==> config.mk <==
export PLATFORM = sky130hd
export DESIGN_NAME = select_next_hop
export DESIGN_NICKNAME = d
export VERILOG_FILES = /design/src/rtl/select_next_hop_pkg.sv /design/src/rtl/select_next_hop_lfsr.sv /design/src/rtl/select_next_hop.sv
export SDC_FILE = /design/constraint.sdc
export NUM_CORES = 1
export LEC_CHECK = 0
export ABC_CLOCK_PERIOD_IN_PS = 3550
export BUFFER_PORTS_ARGS = -buffer_cell sky130_fd_sc_hd__buf_2
export CORE_ASPECT_RATIO = 0.6
export CORE_MARGIN = 2
export CORE_UTILIZATION = 55
export DETAILED_ROUTE_END_ITERATION = 16
export GPL_TIMING_DRIVEN = 1
export PLACE_DENSITY = 0.77
export SYNTH_ARGS = -nofsm -noshare
export SYNTH_HDL_FRONTEND = slang
export SYNTH_HIERARCHICAL = 1
export SYNTH_SLANG_ARGS = --single-unit
==> constraint.sdc <==
create_clock -name clock -period 3.55 [get_ports clock]
set_clock_uncertainty 0.05 [all_clocks]
set_input_delay 0.71 -clock clock [delete_from_list [all_inputs] [get_ports clock]]
set_output_delay 0.71 -clock clock [all_outputs]
set_load 0.005 [all_outputs]
==> src/rtl/select_next_hop_pkg.sv <==
// Shared definitions for the next-hop selection block: node-memory map,
// word width, FSM state encoding and the word-stride address helper.
package select_next_hop_pkg;

    localparam int WORD_WIDTH = 16;

    // Byte addresses of the word-sized entries in the shared node memory.
    localparam logic [15:0] EPSILON        = 16'h0004;
    localparam logic [15:0] KNOWN_SINKS    = 16'h0006;
    localparam logic [15:0] NEIGHBOR_ID    = 16'h0048;
    localparam logic [15:0] CLUSTER_ID     = 16'h00C8;
    localparam logic [15:0] BATTERY        = 16'h0148;
    localparam logic [15:0] QVALUE         = 16'h01C8;
    localparam logic [15:0] SINK_IDS       = 16'h0248;
    localparam logic [15:0] KNOWN_SINK_CNT = 16'h0688;
    localparam logic [15:0] NEIGHBOR_CNT   = 16'h068A;
    localparam logic [15:0] NEXT_HOP       = 16'h068C;
    localparam logic [15:0] SINK_ID_CNT    = 16'h068E;

    // Sentinel neighbour ID reported when the table is empty.
    localparam logic [15:0] NO_ROUTE_ID    = 16'hFFFF;

    // FSM state encoding; every state lasts one cycle except REDUCE.
    localparam logic [3:0] S_IDLE   = 4'd0;
    localparam logic [3:0] S_A_NC   = 4'd1;
    localparam logic [3:0] S_L_NC   = 4'd2;
    localparam logic [3:0] S_L_EPS  = 4'd3;
    localparam logic [3:0] S_L_ID   = 4'd4;
    localparam logic [3:0] S_L_Q    = 4'd5;
    localparam logic [3:0] S_DECIDE = 4'd6;
    localparam logic [3:0] S_REDUCE = 4'd7;
    localparam logic [3:0] S_L_XID  = 4'd8;
    localparam logic [3:0] S_L_XQ   = 4'd9;
    localparam logic [3:0] S_WRITE  = 4'd10;
    localparam logic [3:0] S_WR_END = 4'd11;
    localparam logic [3:0] S_DONE   = 4'd12;

    // Byte offset of table entry idx (entries are 2 bytes apart).
    function automatic logic [15:0] wordOffset(input logic [15:0] idx);
        return {idx[14:0], 1'b0};
    endfunction

endpackage

==> src/rtl/select_next_hop_lfsr.sv <==
// Exploration random source: 16-bit Fibonacci LFSR, polynomial
// x^16+x^14+x^13+x^11+1, shifting left with feedback into bit 0.
module hop_lfsr #(
    parameter logic [15:0] SEED = 16'hACE1
) (
    input  logic        clock,
    input  logic        rst,
    input  logic        step_i,
    output logic [15:0] value_o
);

    logic [15:0] lfsr_q;
    logic [15:0] lfsr_d;

    // Advance one position only when a step is requested.
    always_comb begin
        lfsr_d = lfsr_q;
        if (step_i) begin
            lfsr_d = {lfsr_q[14:0], lfsr_q[15] ^ lfsr_q[13] ^ lfsr_q[12] ^ lfsr_q[10]};
        end
    end

    // Reload the seed on reset so the exploration sequence is reproducible.
    always_ff @(posedge clock) begin
        if (rst) begin
            lfsr_q <= SEED;
        end else begin
            lfsr_q <= lfsr_d;
        end
    end

    assign value_o = lfsr_q;

endmodule

==> src/rtl/select_next_hop.sv <==
// Epsilon-greedy next-hop selector: scans the neighbour table for the
// minimum qValue, occasionally explores a pseudo-random neighbour, then
// writes the chosen ID to the NEXT_HOP slot and pulses done.
module select_next_hop #(
    parameter logic [15:0] LFSR_SEED     = 16'hACE1,
    parameter int          MAX_NEIGHBORS = 64
) (
    input  logic        clock,
    input  logic        rst,
    input  logic        en,
    input  logic [15:0] data_in,
    output logic [15:0] address,
    output logic        wr_en,
    output logic [15:0] data_out,
    output logic [15:0] next_hop,
    output logic [15:0] next_hop_q,
    output logic        explored,
    output logic        no_route,
    output logic        done
);

    import select_next_hop_pkg::*;

    localparam logic [15:0] NB_LIMIT = 16'(MAX_NEIGHBORS);

    logic [3:0]  state_q,    state_d;
    logic [15:0] address_q,  address_d;
    logic        wrEn_q,     wrEn_d;
    logic [15:0] dataOut_q,  dataOut_d;
    logic [15:0] nextHop_q,  nextHop_d;
    logic [15:0] nextHopQ_q, nextHopQ_d;
    logic        explored_q, explored_d;
    logic        noRoute_q,  noRoute_d;
    logic        done_q,     done_d;
    logic [15:0] nc_q,       nc_d;
    logic [15:0] eps_q,      eps_d;
    logic [15:0] n_q,        n_d;
    logic [15:0] idT_q,      idT_d;
    logic [15:0] bestQ_q,    bestQ_d;
    logic [15:0] bestId_q,   bestId_d;
    logic [15:0] r_q,        r_d;
    logic        lfsrStep;
    logic [15:0] lfsrValue;

    hop_lfsr #(.SEED(LFSR_SEED)) u_lfsr (
        .clock   (clock),
        .rst     (rst),
        .step_i  (lfsrStep),
        .value_o (lfsrValue)
    );

    // Sequencing: fetch count and epsilon, scan the table, decide, write back.
    always_comb begin
        state_d    = state_q;
        address_d  = address_q;
        wrEn_d     = 1'b0;
        dataOut_d  = dataOut_q;
        nextHop_d  = nextHop_q;
        nextHopQ_d = nextHopQ_q;
        explored_d = explored_q;
        noRoute_d  = noRoute_q;
        done_d     = done_q;
        nc_d       = nc_q;
        eps_d      = eps_q;
        n_d        = n_q;
        idT_d      = idT_q;
        bestQ_d    = bestQ_q;
        bestId_d   = bestId_q;
        r_d        = r_q;
        lfsrStep   = 1'b0;
        case (state_q)
            S_IDLE: begin
                if (en) begin
                    done_d     = 1'b0;
                    explored_d = 1'b0;
                    noRoute_d  = 1'b0;
                    state_d    = S_A_NC;
                end
            end
            S_A_NC: begin
                address_d = NEIGHBOR_CNT;
                state_d   = S_L_NC;
            end
            S_L_NC: begin
                nc_d      = (data_in > NB_LIMIT) ? NB_LIMIT : data_in;
                address_d = EPSILON;
                state_d   = S_L_EPS;
            end
            S_L_EPS: begin
                eps_d = data_in;
                if (nc_q == 16'd0) begin
                    noRoute_d = 1'b1;
                    nextHop_d = NO_ROUTE_ID;
                    state_d   = S_WRITE;
                end else begin
                    n_d       = 16'd0;
                    address_d = NEIGHBOR_ID;
                    state_d   = S_L_ID;
                end
            end
            S_L_ID: begin
                idT_d     = data_in;
                address_d = QVALUE + wordOffset(n_q);
                state_d   = S_L_Q;
            end
            S_L_Q: begin
                if ((n_q == 16'd0) || (data_in < bestQ_q)) begin
                    bestQ_d  = data_in;
                    bestId_d = idT_q;
                end
                if (n_q == nc_q - 16'd1) begin
                    state_d = S_DECIDE;
                end else begin
                    n_d       = n_q + 16'd1;
                    address_d = NEIGHBOR_ID + wordOffset(n_q + 16'd1);
                    state_d   = S_L_ID;
                end
            end
            S_DECIDE: begin
                if (lfsrValue < eps_q) begin
                    explored_d = 1'b1;
                    r_d        = {10'd0, lfsrValue[5:0]};
                    state_d    = S_REDUCE;
                end else begin
                    nextHop_d  = bestId_q;
                    nextHopQ_d = bestQ_q;
                    state_d    = S_WRITE;
                end
            end
            S_REDUCE: begin
                if (r_q >= nc_q) begin
                    r_d = r_q - nc_q;
                end else begin
                    address_d = NEIGHBOR_ID + wordOffset(r_q);
                    state_d   = S_L_XID;
                end
            end
            S_L_XID: begin
                nextHop_d = data_in;
                address_d = QVALUE + wordOffset(r_q);
                state_d   = S_L_XQ;
            end
            S_L_XQ: begin
                nextHopQ_d = data_in;
                state_d    = S_WRITE;
            end
            S_WRITE: begin
                address_d = NEXT_HOP;
                dataOut_d = noRoute_q ? NO_ROUTE_ID : nextHop_q;
                wrEn_d    = 1'b1;
                state_d   = S_WR_END;
            end
            S_WR_END: begin
                state_d = S_DONE;
            end
            S_DONE: begin
                done_d   = 1'b1;
                lfsrStep = 1'b1;
                state_d  = S_IDLE;
            end
            default: begin
                state_d = S_IDLE;
            end
        endcase
    end

    // State registers; reset aborts any decision in flight without writing.
    always_ff @(posedge clock) begin
        if (rst) begin
            state_q    <= S_IDLE;
            address_q  <= 16'd0;
            wrEn_q     <= 1'b0;
            dataOut_q  <= 16'd0;
            nextHop_q  <= 16'd0;
            nextHopQ_q <= 16'd0;
            explored_q <= 1'b0;
            noRoute_q  <= 1'b0;
            done_q     <= 1'b0;
            nc_q       <= 16'd0;
            eps_q      <= 16'd0;
            n_q        <= 16'd0;
            idT_q      <= 16'd0;
            bestQ_q    <= 16'd0;
            bestId_q   <= 16'd0;
            r_q        <= 16'd0;
        end else begin
            state_q    <= state_d;
            address_q  <= address_d;
            wrEn_q     <= wrEn_d;
            dataOut_q  <= dataOut_d;
            nextHop_q  <= nextHop_d;
            nextHopQ_q <= nextHopQ_d;
            explored_q <= explored_d;
            noRoute_q  <= noRoute_d;
            done_q     <= done_d;
            nc_q       <= nc_d;
            eps_q      <= eps_d;
            n_q        <= n_d;
            idT_q      <= idT_d;
            bestQ_q    <= bestQ_d;
            bestId_q   <= bestId_d;
            r_q        <= r_d;
        end
    end

    assign address    = address_q;
    assign wr_en      = wrEn_q;
    assign data_out   = dataOut_q;
    assign next_hop   = nextHop_q;
    assign next_hop_q = nextHopQ_q;
    assign explored   = explored_q;
    assign no_route   = noRoute_q;
    assign done       = done_q;

endmodule

Yosys cells after proc, flatten, opt, wreduce, memory -nomap -nowiden

Index checks and enable logic that the tools add are counted.
W data, S select, Z words.

Register bits after elaboration: 200
Bits in latches: 0
Memory bits (writable): 0
ROM bits: 0
Bits of input ports: 19
Output and inout port bits: 68
Logic and storage cells: 105
Memories: 0

Add/sub/neg operators: 7
Multipliers: 0
Div/mod/pow operators: 0
Magnitude comparators: 4
Equal/unequal tests: 21
Shift-type cells: 0
Mux-type cells: 31
Bitwise gates (word level): 3
Reductions and logical operators: 22

Operators by type and width:

| cell                    | count |
|---|---|
| $mux W16                | 12 |
| $pmux W16 S8            | 1 |
| $pmux W16 S2            | 3 |
| $pmux W16 S3            | 1 |
| $pmux W4 S12            | 1 |
| $add A7 B16 Y16 const A | 2 |
| $add A9 B16 Y16 const A | 2 |
| $logic_not A16 Y1       | 2 |
| $lt A16 B16 Y1          | 2 |
| $eq A4 B4 Y1 const B    | 5 |
| $add A16 B1 Y16 const B | 1 |
| $eq A16 B16 Y1          | 1 |
| $eq A4 B3 Y1 const B    | 4 |
| $ge A16 B16 Y1          | 1 |
| $gt A16 B7 Y1 const B   | 1 |
| $mux W4                 | 4 |
| $ne A2 B2 Y1 const B    | 8 |
| $sub A16 B1 Y16 const B | 1 |
| $sub A16 B16 Y16        | 1 |
| $reduce_and A3 Y1       | 5 |
| $reduce_bool A2 Y1      | 6 |
| $eq A4 B2 Y1 const B    | 2 |
| $reduce_and A2 Y1       | 4 |
| $reduce_bool A8 Y1      | 1 |
| 9 further kinds         | 17 |

Longest topological paths before layout

Gate-level depths: netlist of run 1.

Word-level depth: 4
Mapped depth: 15
Mapped depth without buffers: 12

Hierarchy

The synthesis of run 1 kept the hierarchy.

Modules (own cells, without submodules):

| module          | times used | cells an instance | area an instance (sq um) | seq. area each (sq um) |
|---|---|---|---|---|
| select_next_hop | 1          | 1384              | 10850.4                  | 3663.5 |
| hop_lfsr        | 1          | 55                | 619.3                    | 320.3 |

Worst setup path before layout of run 1

No wires, ideal clock.

Path kind: flip-flop to flip-flop
Start: reg state_q[3]
End: reg address_q[15] (netlist: address[15])
Library setup time: 130 ps
Arrival: 3308 ps
Data required time: 3370 ps
Slack: 62 ps
Stages on the path, launching flop included: 16
Path buffers: 3
Clock period less this slack: 3488 ps
Path through: dfxtp_1 -> clkbuf_1 -> nor4b_2 -> clkbuf_1 -> buf_1 -> nand2_1 -> nand2_1 -> ha_1 -> and2_1 -> o21ai_0 -> nand3_1 -> o21a_1 -> a21oi_1 -> a31o_2 -> nor4b_1 -> nor3_2

Longest elaborated chain between the ends: 3
Elaborated cells between the ends (all ways): 14
Classes of those cells: 11 x eq/ne; 1 x mux; 2 x reduce/logical

RTL lines:

| what                                                                       | RTL line               | text |
|---|---|---|
| from (decl)                                                                | select_next_hop.sv:26  | `logic [3:0] state_q, state_d;` |
| from (signal assigned)                                                     | select_next_hop.sv:187 | `state_q <= state_d;` |
| $eq A4 B3 Y1, or another cell as far along                                 | select_next_hop.sv:71  | `case (state_q)` |
| $reduce_bool A8 Y1 (no source line) / $ne A2 B2 Y1 (equally long branches) | -                      |  |
| $reduce_and A4 Y1 (no source line)                                         | -                      |  |
| to (signal assigned)                                                       | select_next_hop.sv:188 | `address_q <= address_d;` |
| to (decl)                                                                  | select_next_hop.sv:27  | `logic [15:0] address_q, address_d;` |

Several ways; a longest one is shown, not always the timed one.
A chain may end at the register's enable or synchronous reset.

Final worst setup path of run 1

Start: reg nc_q[9]
End: reg address_q[7] (netlist: address[7])

Longest elaborated chain between the ends: 4
Elaborated cells between the ends (all ways): 8
Classes of those cells: 1 x add/sub; 1 x order compare; 4 x eq/ne; 2 x reduce/logical

RTL lines:

| what                                 | RTL line               | text |
|---|---|---|
| from (decl)                          | select_next_hop.sv:35  | `logic [15:0] nc_q, nc_d;` |
| from (signal assigned)               | select_next_hop.sv:196 | `nc_q <= nc_d;` |
| $sub A16 B1 Y16                      | select_next_hop.sv:111 | `if (n_q == nc_q - 16'd1) begin` |
| $eq A16 B16 Y1                       | select_next_hop.sv:111 |  |
| $ne A2 B2 Y1 (no source line)        | -                      |  |
| $reduce_and A4 Y1 (no source line) * | -                      |  |

Every way passes the cells marked *; elsewhere a longest branch is shown, timed or not.

==> tab_implementation.tex, run 1 <==
\begin{tabular}{lr}
\hline
Metric & Value \\
\hline
\multicolumn{2}{l}{\textbf{Timing}} \\
\quad Fin worst setup slack & 0.2651 ns \\
\quad Setup repair after global routing missed its margin & no \\
\quad Sum of negative setup slack & 0 ns \\
\quad Fmax achieved & around 300 MHz \\
\quad Worst slew margin relative to its limit & around 45\% \\
\quad Shortest period the worst path allows & 3.285 ns \\
\quad Period utilisation layout & 92.53\% \\
\quad Final setup violation count & 0 \\
\quad Slew Limit Fails & 0 \\
\quad Actual transition at the worst max-transition pin & between 0.8 and 0.9 ns \\
\quad Number of hold violations in the final report & 0 \\
\multicolumn{2}{l}{\textbf{Final layout}} \\
\quad Final net count & 1573 \\
\quad Fraction of layout instances using a drive strength above 1 & 13.66\% \\
\quad Highest-count cells in the layout ignoring fill and taps & nor2\_1, dfxtp\_1, nand2\_1, a21oi\_1, buf\_2 \\
\quad Commonest non-fill, non-tap cell in the layout & nor2\_1 \\
\quad Number of inserted filler cells in the final layout & 1743 \\
\quad Sequential Area & 3985 µm² \\
\quad Area growth from synthesis to layout & 12.72\% \\
\quad Number of inserted diodes & 0 \\
\quad Multi-input gate area in the final layout & 6840 µm² \\
\multicolumn{2}{l}{\textbf{Yosys}} \\
\quad Number of enable flip-flop cells after synthesis & 0 \\
\quad Most used flip-flop cell after synthesis & dfxtp\_1 \\
\quad Instance count of the mapped netlist & 1439 \\
\quad Post-synthesis sequential area ratio & around a third \\
\quad Synthesis warning total & 6 \\
\quad Post-synthesis register bit count & 199 \\
\quad Number of different library cells in the post-synthesis netlist & 83 \\
\quad Number of nets produced by synthesis & 1510 \\
\quad Average footprint of a synthesized cell & 7.971 µm² \\
\quad Cell area after synthesis & 11470 µm² \\
\quad Share of flip-flops with an asynchronous set or reset & 0\% \\
\multicolumn{2}{l}{\textbf{CTS}} \\
\quad Bufs on Longest Clock Path & 2 \\
\quad Root buffer selected by CTS & clkbuf\_16 \\
\quad Number of buffers created by CTS & 17 \\
\quad Clock latency on the worst-skew pair & 0.45 ns \\
\quad Level count of the clock H-tree & 4 \\
\quad Clock slew seen by the registers of the worst setup and hold paths & 0.08 ns \\
\quad Number of buffers inserted by hold repair at cts & 0 \\
\quad TritonCTS clock tree & yes \\
\quad TritonCTS Sinks & 199 \\
\multicolumn{2}{l}{\textbf{Floorplanning}} \\
\quad Count of standard-cell rows & 40 \\
\quad Number of ports placed on the die boundary & 87 \\
\quad Die boundary height & 115.9 µm \\
\quad Die area & 22060 µm² \\
\quad Starting density of the core & 56.73\% \\
\quad Die extent in x & roughly 190 µm \\
\quad Floorplan Core Area & 20220 µm² \\
\multicolumn{2}{l}{\textbf{Pwr}} \\
\quad Worst ir drop on vdd & 0.0003868 V \\
\quad Power density cells & 399.5 nW/µm² \\
\quad Static leakage & 4.838 nW \\
\quad Power, Total & approximately 5.2 mW \\
\multicolumn{2}{l}{\textbf{Critical path}} \\
\quad Slowest stage delay, CP & between 0.3 and 0.4 ns \\
\quad Crit-path cells & inv\_1, ha\_1, a21o\_1, a21o\_1, a2111oi\_1, or3\_1, a31oi\_1, a311oi\_4, buf\_4, buf\_4, nor2\_1, a211oi\_2 \\
\quad Worst path top cell family by delay & compound AO/OA/AOI/OAI gates \\
\quad Worst setup EP type & flip-flop \\
\quad R2R Setup Slk & $\sim$0.27 ns \\
\quad CP required & roughly 3.9 ns \\
\quad Crit-path slowest cell & a2111oi\_1 \\
\quad Worst setup path category & flip-flop to flip-flop \\
\quad Crit Path Max Fanout & 16 \\
\quad Buffer and inverter count on the worst path & 3 \\
\quad Data arrival time of the worst path & roughly 3.6 ns \\
\quad Crit start category & flip-flop \\
\multicolumn{2}{l}{\textbf{Placement}} \\
\quad Dpl hpwl & approximately 26 mm \\
\quad Placer's final routability congestion estimate & 0.9436 \\
\quad Port buffer count & 85 \\
\quad Minimum setup slack after placement & 0.2359 ns \\
\multicolumn{2}{l}{\textbf{Worst hold path}} \\
\quad Path class of the lowest-slack min-delay path & flip-flop to flip-flop \\
\multicolumn{2}{l}{\textbf{Drt}} \\
\quad Drt drc & 0 \\
\quad Wire length per cell after detailed routing & 19.97 µm \\
\quad Total length of routed wires & 35.71 mm \\
\quad Avg Vias per Cell & 6.270 \\
\quad Iteration count of the initial detailed-routing pass & 6 \\
\quad Vias & between 10000 and 15000 \\
\quad Antenna Nets Post-Route & 0 \\
\quad Iteration-0 DRC Markers & 1244 \\
\multicolumn{2}{l}{\textbf{GRT}} \\
\quad Wire length of the first global-routing pass & 56.30 mm \\
\quad Residual overflow from global routing & 0 \\
\quad Initial antenna violation count & 0 \\
\quad GR Util All Layers & 32.90\% \\
\quad Via count of the first global-routing pass & 10170 \\
\quad Maximum number of pins on one net before global-route repair & 137 \\
\multicolumn{2}{l}{\textbf{Run status}} \\
\quad Status & finished, final reports clean \\
\multicolumn{2}{l}{\textbf{Job}} \\
\quad Max Cap Viol & 0 \\
\hline
\end{tabular}
## through the flow
step | instance area, µm² | utilization, % | cells | hold slack [ns]
3_3_place_gp | 12310 | 60.90 | 1755 | 0.3934
6_report | 12930 | 63.94 | 1788 | 0.4114
3_5_place_dp | 12310 | 60.90 | 1755 | 0.3978
4_1_cts | 12910 | 63.85 | 1787 | 0.4087
2_1_floorplan | 11470 | - | 1439 | 0.3860
5_1_grt | 12930 | 63.94 | 1788 | 0.4262
## cell families after synthesis
group                    after synthesis  synth area share (%)
AO/OA/AOI/OAI                        378                 21.92
buffers and inverters                170                 6.163
XOR/XNOR                              64                 5.018
multiplexers                          56                 4.898
adder cells (fa/ha/maj)               52                 5.738
flip-flops                           199                 34.73
other                                  1               0.03269
AND/OR/NAND/NOR                      519                 21.50
## registers in the layout (all words and copies together) (netlist names), 4 cells and up
name	flops
bestId_q	16
idT_q	16
r_q	16
address	15
bestQ_q	16
u_lfsr/value_o	16
n_q	16
next_hop	16
data_out	16
next_hop_q	16
eps_q	16
state_q	4
nc_q	16
## worst reg2reg max path, stage by stage, from the launching register on
cell       delay (ns)
dfxtp_2          0.38
inv_1            0.10
ha_1             0.36
a21o_1           0.17
a21o_1           0.22
a2111oi_1        0.39
or3_1            0.22
a31oi_1          0.22
a311oi_4         0.36
buf_4            0.22
buf_4            0.23
nor2_1           0.08
a211oi_2         0.20
## final timing paths
path | endpoint | startpoint | depth (start not counted)
worst max-delay path | address[7] | nc_q[9] | 12
worst min-delay path | idT_q[5] | idT_q[5] | 2
worst max register to register | address[7] | nc_q[9] | 12
worst min register to register | idT_q[5] | idT_q[5] | 2
## what timing repair did
| action | CTS | global route |
|---|---|---|
| setup endpoints to repair | 0 | 14 |
| gates resized for setup | 0 | 3 |
| setup buffers | 0 | 1 |
## area by class of cell
cell class	count	area share (%)
sequential	199	30.82
timing repair buffer	145	7.016
clock inverter	13	1.181
clock buffer	19	3.426
tap	273	2.642
inverter	69	2.003
multi-input combinational	1070	52.91
## synthesized netlist by cell type, drive strengths merged, types with 4 or more instances
master / count / area share (%)
a21o: 13 / 0.85
xnor2: 49 / 3.9
nor2: 200 / 6.5
a211oi: 57 / 4.3
a2bb2oi: 5 / 0.38
ha: 51 / 5.6
o211ai: 6 / 0.39
o21a: 4 / 0.26
a22oi: 27 / 1.8
a311oi: 21 / 1.6
a211o: 4 / 0.31
buf: 23 / 1.3
and3: 6 / 0.33
nand2b: 7 / 0.38
xor2: 15 / 1.1
o31ai: 8 / 0.52
nand3: 31 / 1.4
nand2: 130 / 4.3
o21ai: 62 / 2.7
nor2b: 13 / 0.71
mux2i: 55 / 4.8
nor4b: 15 / 1.3
nor3b: 4 / 0.26
clkbuf: 78 / 2.6
nand4: 21 / 1.1
nor4: 23 / 1.4
a2111oi: 4 / 0.31
o22ai: 6 / 0.33
a21oi: 116 / 5.1
inv: 69 / 2.3
or4: 4 / 0.26
and2: 8 / 0.44
a31oi: 16 / 0.87
or3: 4 / 0.22
nor3: 36 / 1.7
dfxtp: 199 / 35
## where the power goes
group	internal, mW	leakage, nW	switching [mW]
sequential	2.32	1.61	0.0789
combinational	0.300	2.93	0.474
clock	1.02	0.294	0.963
## per-layer routing
metal  vias up  global-route usage [%]  part of all wire, %
li1       5282                       -                    -
met1      5276                   49.61                   46
met2       624                   43.93                   39
met3        29                   12.14                   14
met4         0                   6.667                 0.96
met5         -                       0                    0
No activity file was read; power rests on OpenSTA's default activity.
==> inputs of run 2 (changes only) <==
--- a/config.mk
+++ b/config.mk
@@ -5,7 +5,7 @@
 export SDC_FILE = /design/constraint.sdc
 export NUM_CORES = 1
 export LEC_CHECK = 0
-export ABC_CLOCK_PERIOD_IN_PS = 3550
+export ABC_CLOCK_PERIOD_IN_PS = 2950
 export BUFFER_PORTS_ARGS = -buffer_cell sky130_fd_sc_hd__buf_2
 export CORE_ASPECT_RATIO = 0.6
 export CORE_MARGIN = 2
==> constraint.sdc (replaced) <==
create_clock -name clock -period 2.95 [get_ports clock]
set_clock_uncertainty 0.05 [all_clocks]
set_input_delay 0.59 -clock clock [delete_from_list [all_inputs] [get_ports clock]]
set_output_delay 0.59 -clock clock [all_outputs]
set_load 0.005 [all_outputs]
==> run 2 against run 1 <==
Count of clock-buffer cells in the layout unchanged. Clock power increased by 18%. Maximum frequency increased by 14%. Die area unchanged. Critical path depth unchanged. Global-route usage increased by 1.8 points. Hold slack got worse by 0.0067 ns. Setup slack got worse by 0.20 ns. Critical endpoint is now address[14].
==> tab_implementation.tex, run 2 (synthesis results as in run 1) <==
\begin{tabular}{lr}
\hline
Metric & Value \\
\hline
\multicolumn{2}{l}{\textbf{Drt}} \\
\quad Avg Vias per Cell & 6.238 (-0.51\%) \\
\quad Total length of routed wires & 37.80 mm (+5.9\%) \\
\quad Iteration-0 DRC Markers & 1364 (+9.6\%) \\
\quad Vias & 11610 (+3.6\%) \\
\quad Iteration count of the initial detailed-routing pass & 6 (unchanged) \\
\quad Drt drc & 0 (unchanged) \\
\quad Antenna Nets Post-Route & 0 (unchanged) \\
\quad Wire length per cell after detailed routing & 20.31 µm (+1.7\%) \\
\multicolumn{2}{l}{\textbf{Pwr}} \\
\quad Switching power & 1.891 mW (+25\%) \\
\quad Worst ir drop on vdd & 0.0004349 V (+12\%) \\
\quad Static leakage & 5.234 nW (+8.2\%) \\
\quad Clock Power Share & 37.0\% (-1.5 points) \\
\quad Power density cells & 462.8 nW/µm² (+16\%) \\
\quad Sequential power share & 45.7\% (-0.8 points) \\
\quad Combinational cell fraction of total power & 17.3\% (+2.3 points) \\
\quad Power, Total & 6.345 mW (+23\%) \\
\quad Design internal power & 4.454 mW (+22\%) \\
\quad Switching share of power & 29.80\% (+0.44 points) \\
\multicolumn{2}{l}{\textbf{Critical path}} \\
\quad Launch point of the worst reg-to-reg path & nc\_q[1] \\
\quad Worst setup EP type & flip-flop \\
\quad Crit Path Max Fanout & 12 (-4) \\
\quad Worst setup path category & flip-flop to flip-flop \\
\quad R2R Setup Slk & 0.06 ns (-0.20 ns) \\
\quad Capture instance of the worst register-to-register path & address[14] \\
\quad CP required & 3.27 ns (-0.59 ns) \\
\quad Crit start category & flip-flop \\
\quad Data arrival time of the worst path & 3.21 ns (-0.39 ns) \\
\quad Depth of the worst register-to-register path & 12 (unchanged) \\
\multicolumn{2}{l}{\textbf{GRT}} \\
\quad Initial antenna violation count & 0 (unchanged) \\
\quad Wire length of the first global-routing pass & 59.17 mm (+5.1\%) \\
\quad GR Util All Layers & 34.73\% (+1.8 points) \\
\quad Via count of the first global-routing pass & 10820 (+6.3\%) \\
\quad Residual overflow from global routing & 0 (unchanged) \\
\quad Maximum number of pins on one net before global-route repair & 125 (-8.8\%) \\
\multicolumn{2}{l}{\textbf{Floorplanning}} \\
\quad Die area & 22060 µm² (unchanged) \\
\quad Die boundary height & 115.9 µm (unchanged) \\
\quad Count of standard-cell rows & 40 (unchanged) \\
\quad Floorplan Core Area & 20220 µm² (unchanged) \\
\quad Number of ports placed on the die boundary & 87 (unchanged) \\
\quad Starting density of the core & 56.73\% (unchanged) \\
\quad Die extent in x & 190.4 µm (unchanged) \\
\multicolumn{2}{l}{\textbf{CTS}} \\
\quad Clock latency on the worst-skew pair & 0.45 ns (about the same) \\
\quad Root buffer selected by CTS & clkbuf\_16 \\
\quad TritonCTS clock tree & yes \\
\quad Bufs on Longest Clock Path & 2 (unchanged) \\
\quad Level count of the clock H-tree & 4 (unchanged) \\
\quad Clock slew seen by the registers of the worst setup and hold paths & 0.07 ns (about the same) \\
\quad TritonCTS Sinks & 199 (unchanged) \\
\quad Number of buffers created by CTS & 17 (unchanged) \\
\multicolumn{2}{l}{\textbf{Job}} \\
\quad Max Cap Viol & 0 (unchanged) \\
\multicolumn{2}{l}{\textbf{Worst hold path}} \\
\quad Cell depth of the worst hold path & 2 (unchanged) \\
\quad Critical hold path startpoint & eps\_q[5] \\
\quad Path class of the lowest-slack min-delay path & flip-flop to flip-flop \\
\quad Terminating pin of the worst hold path & eps\_q[5] \\
\multicolumn{2}{l}{\textbf{Final layout}} \\
\quad Number of inserted diodes & 0 (unchanged) \\
\quad Number of inserted filler cells in the final layout & 1680 (-3.6\%) \\
\quad Number of non-filler instances in the completed layout & 1861 (+4.1\%) \\
\quad Post-route cell area & 13710 µm² (+6.0\%) \\
\quad Fraction of layout instances using a drive strength above 1 & 20.72\% (+7.1 points) \\
\quad Highest-count cells in the layout ignoring fill and taps & dfxtp\_1, nor2\_1, nand2\_1, buf\_4, a21oi\_1 \\
\quad Final net count & 1646 (+4.6\%) \\
\quad Commonest non-fill, non-tap cell in the layout & dfxtp\_1 \\
\quad Area growth from synthesis to layout & 19.54\% \\
\multicolumn{2}{l}{\textbf{Timing}} \\
\quad Period utilisation layout & 97.92\% (+5.4 points) \\
\quad Sum of negative setup slack & 0 ns (unchanged) \\
\quad Fin worst setup slack & 0.06129 ns (-0.2038 ns) \\
\quad Final setup violation count & 0 (unchanged) \\
\quad Worst slew margin relative to its limit & 49.98\% (+4.8 points) \\
\quad Slew Limit Fails & 0 (unchanged) \\
\quad Shortest period the worst path allows & 2.889 ns (-0.3962 ns) \\
\quad Fmax achieved & 346.2 MHz (+14\%) \\
\quad Actual transition at the worst max-transition pin & 0.7424 ns (-0.07910 ns) \\
\quad Number of hold violations in the final report & 0 (unchanged) \\
\multicolumn{2}{l}{\textbf{Placement}} \\
\quad Port buffer count & 85 (unchanged) \\
\quad Minimum setup slack after placement & -0.02220 ns (-0.2581 ns) \\
\quad Number of instances in the placed design & 1821 (+3.8\%) \\
\quad Dpl cell area & 12860 µm² (+4.5\%) \\
\quad Dpl hpwl & 27.60 mm (+6.2\%) \\
\quad Placer's final routability congestion estimate & 0.9748 (+3.3\%) \\
\multicolumn{2}{l}{\textbf{Run status}} \\
\quad Status & finished, final reports clean \\
\hline
\end{tabular}
==> run 2: per-layer routing <==
| metal | track usage, % | routed length (µm) |
|---|---|---|
| met3 | 12.51 | 5493 |
| met1 | 51.86 | 17300 |
| met4 | 8.630 | 560 |
| met2 | 46.55 | 14450 |
| met5 | 0 | 0 |
==> run 2: worst max path at each step <==
stage | startpoint | to | slack [ns] | cells after the start
floorplan | state_q[3] | address[15] | -0.07 | 15
global placement | data_in[9] | bestId_q[4] | 0.03 | 10
detailed placement | nc_q[1] | address[14] | -0.02 | 12
CTS | r_q[0] | address[14] | 0.0007 | 13
global route | n_q[1] | address[15] | -0.08 | 9
finish | nc_q[1] | address[14] | 0.06 | 12
==> run 2: cell type report <==
cell class              count  area [µm²]  area share [%]
well taps                 273       341.6           2.491
repair buffers            218        1533           11.18
flip-flops and latches    199        3998           29.16
clock buffers              19       432.9           3.158
multi-input cells        1070        7009           51.12
clock inverters            13       137.6           1.004
inverters                  69       259.0           1.889
==> run 2: per-stage QoR <==
stage	util (%)	hold slack (ns)
global route	67.81	0.4247
global placement	63.62	0.3914
detailed placement	63.62	0.3949
floorplan	-	0.3860
finish	67.81	0.4047
CTS	66.92	0.4056
==> run 2: what timing repair did <==
item,in CTS,in global routing
endpoints found under the setup margin,27,82
setup buffers,4,3
gates resized for setup,8,56
hold buffers,0,0
cloned,1,0
pin swaps,2,12
==> run 2: critical path: stages, from the launching register on <==
cell and delay [ns]:
dfxtp_2 0.33, inv_2 0.07, ha_4 0.14, or4b_4 0.47
or4_4 0.52, o211ai_1 0.12, nand3_1 0.13, a22oi_2 0.19
buf_6 0.15, a311oi_4 0.10, buf_12 0.17, buf_16 0.15
a211oi_2 0.21
==> run 2: power groups by stage <==
stage	Clock (mW)	Sequential [mW]	Combinational, mW
6_report	2.35	2.90	1.10
5_1_grt	2.47	2.91	1.17
4_1_cts	2.35	2.89	1.04
3_5_place_dp	0	2.94	0.980
3_3_place_gp	0	2.95	0.955
2_1_floorplan	0	2.93	0.610
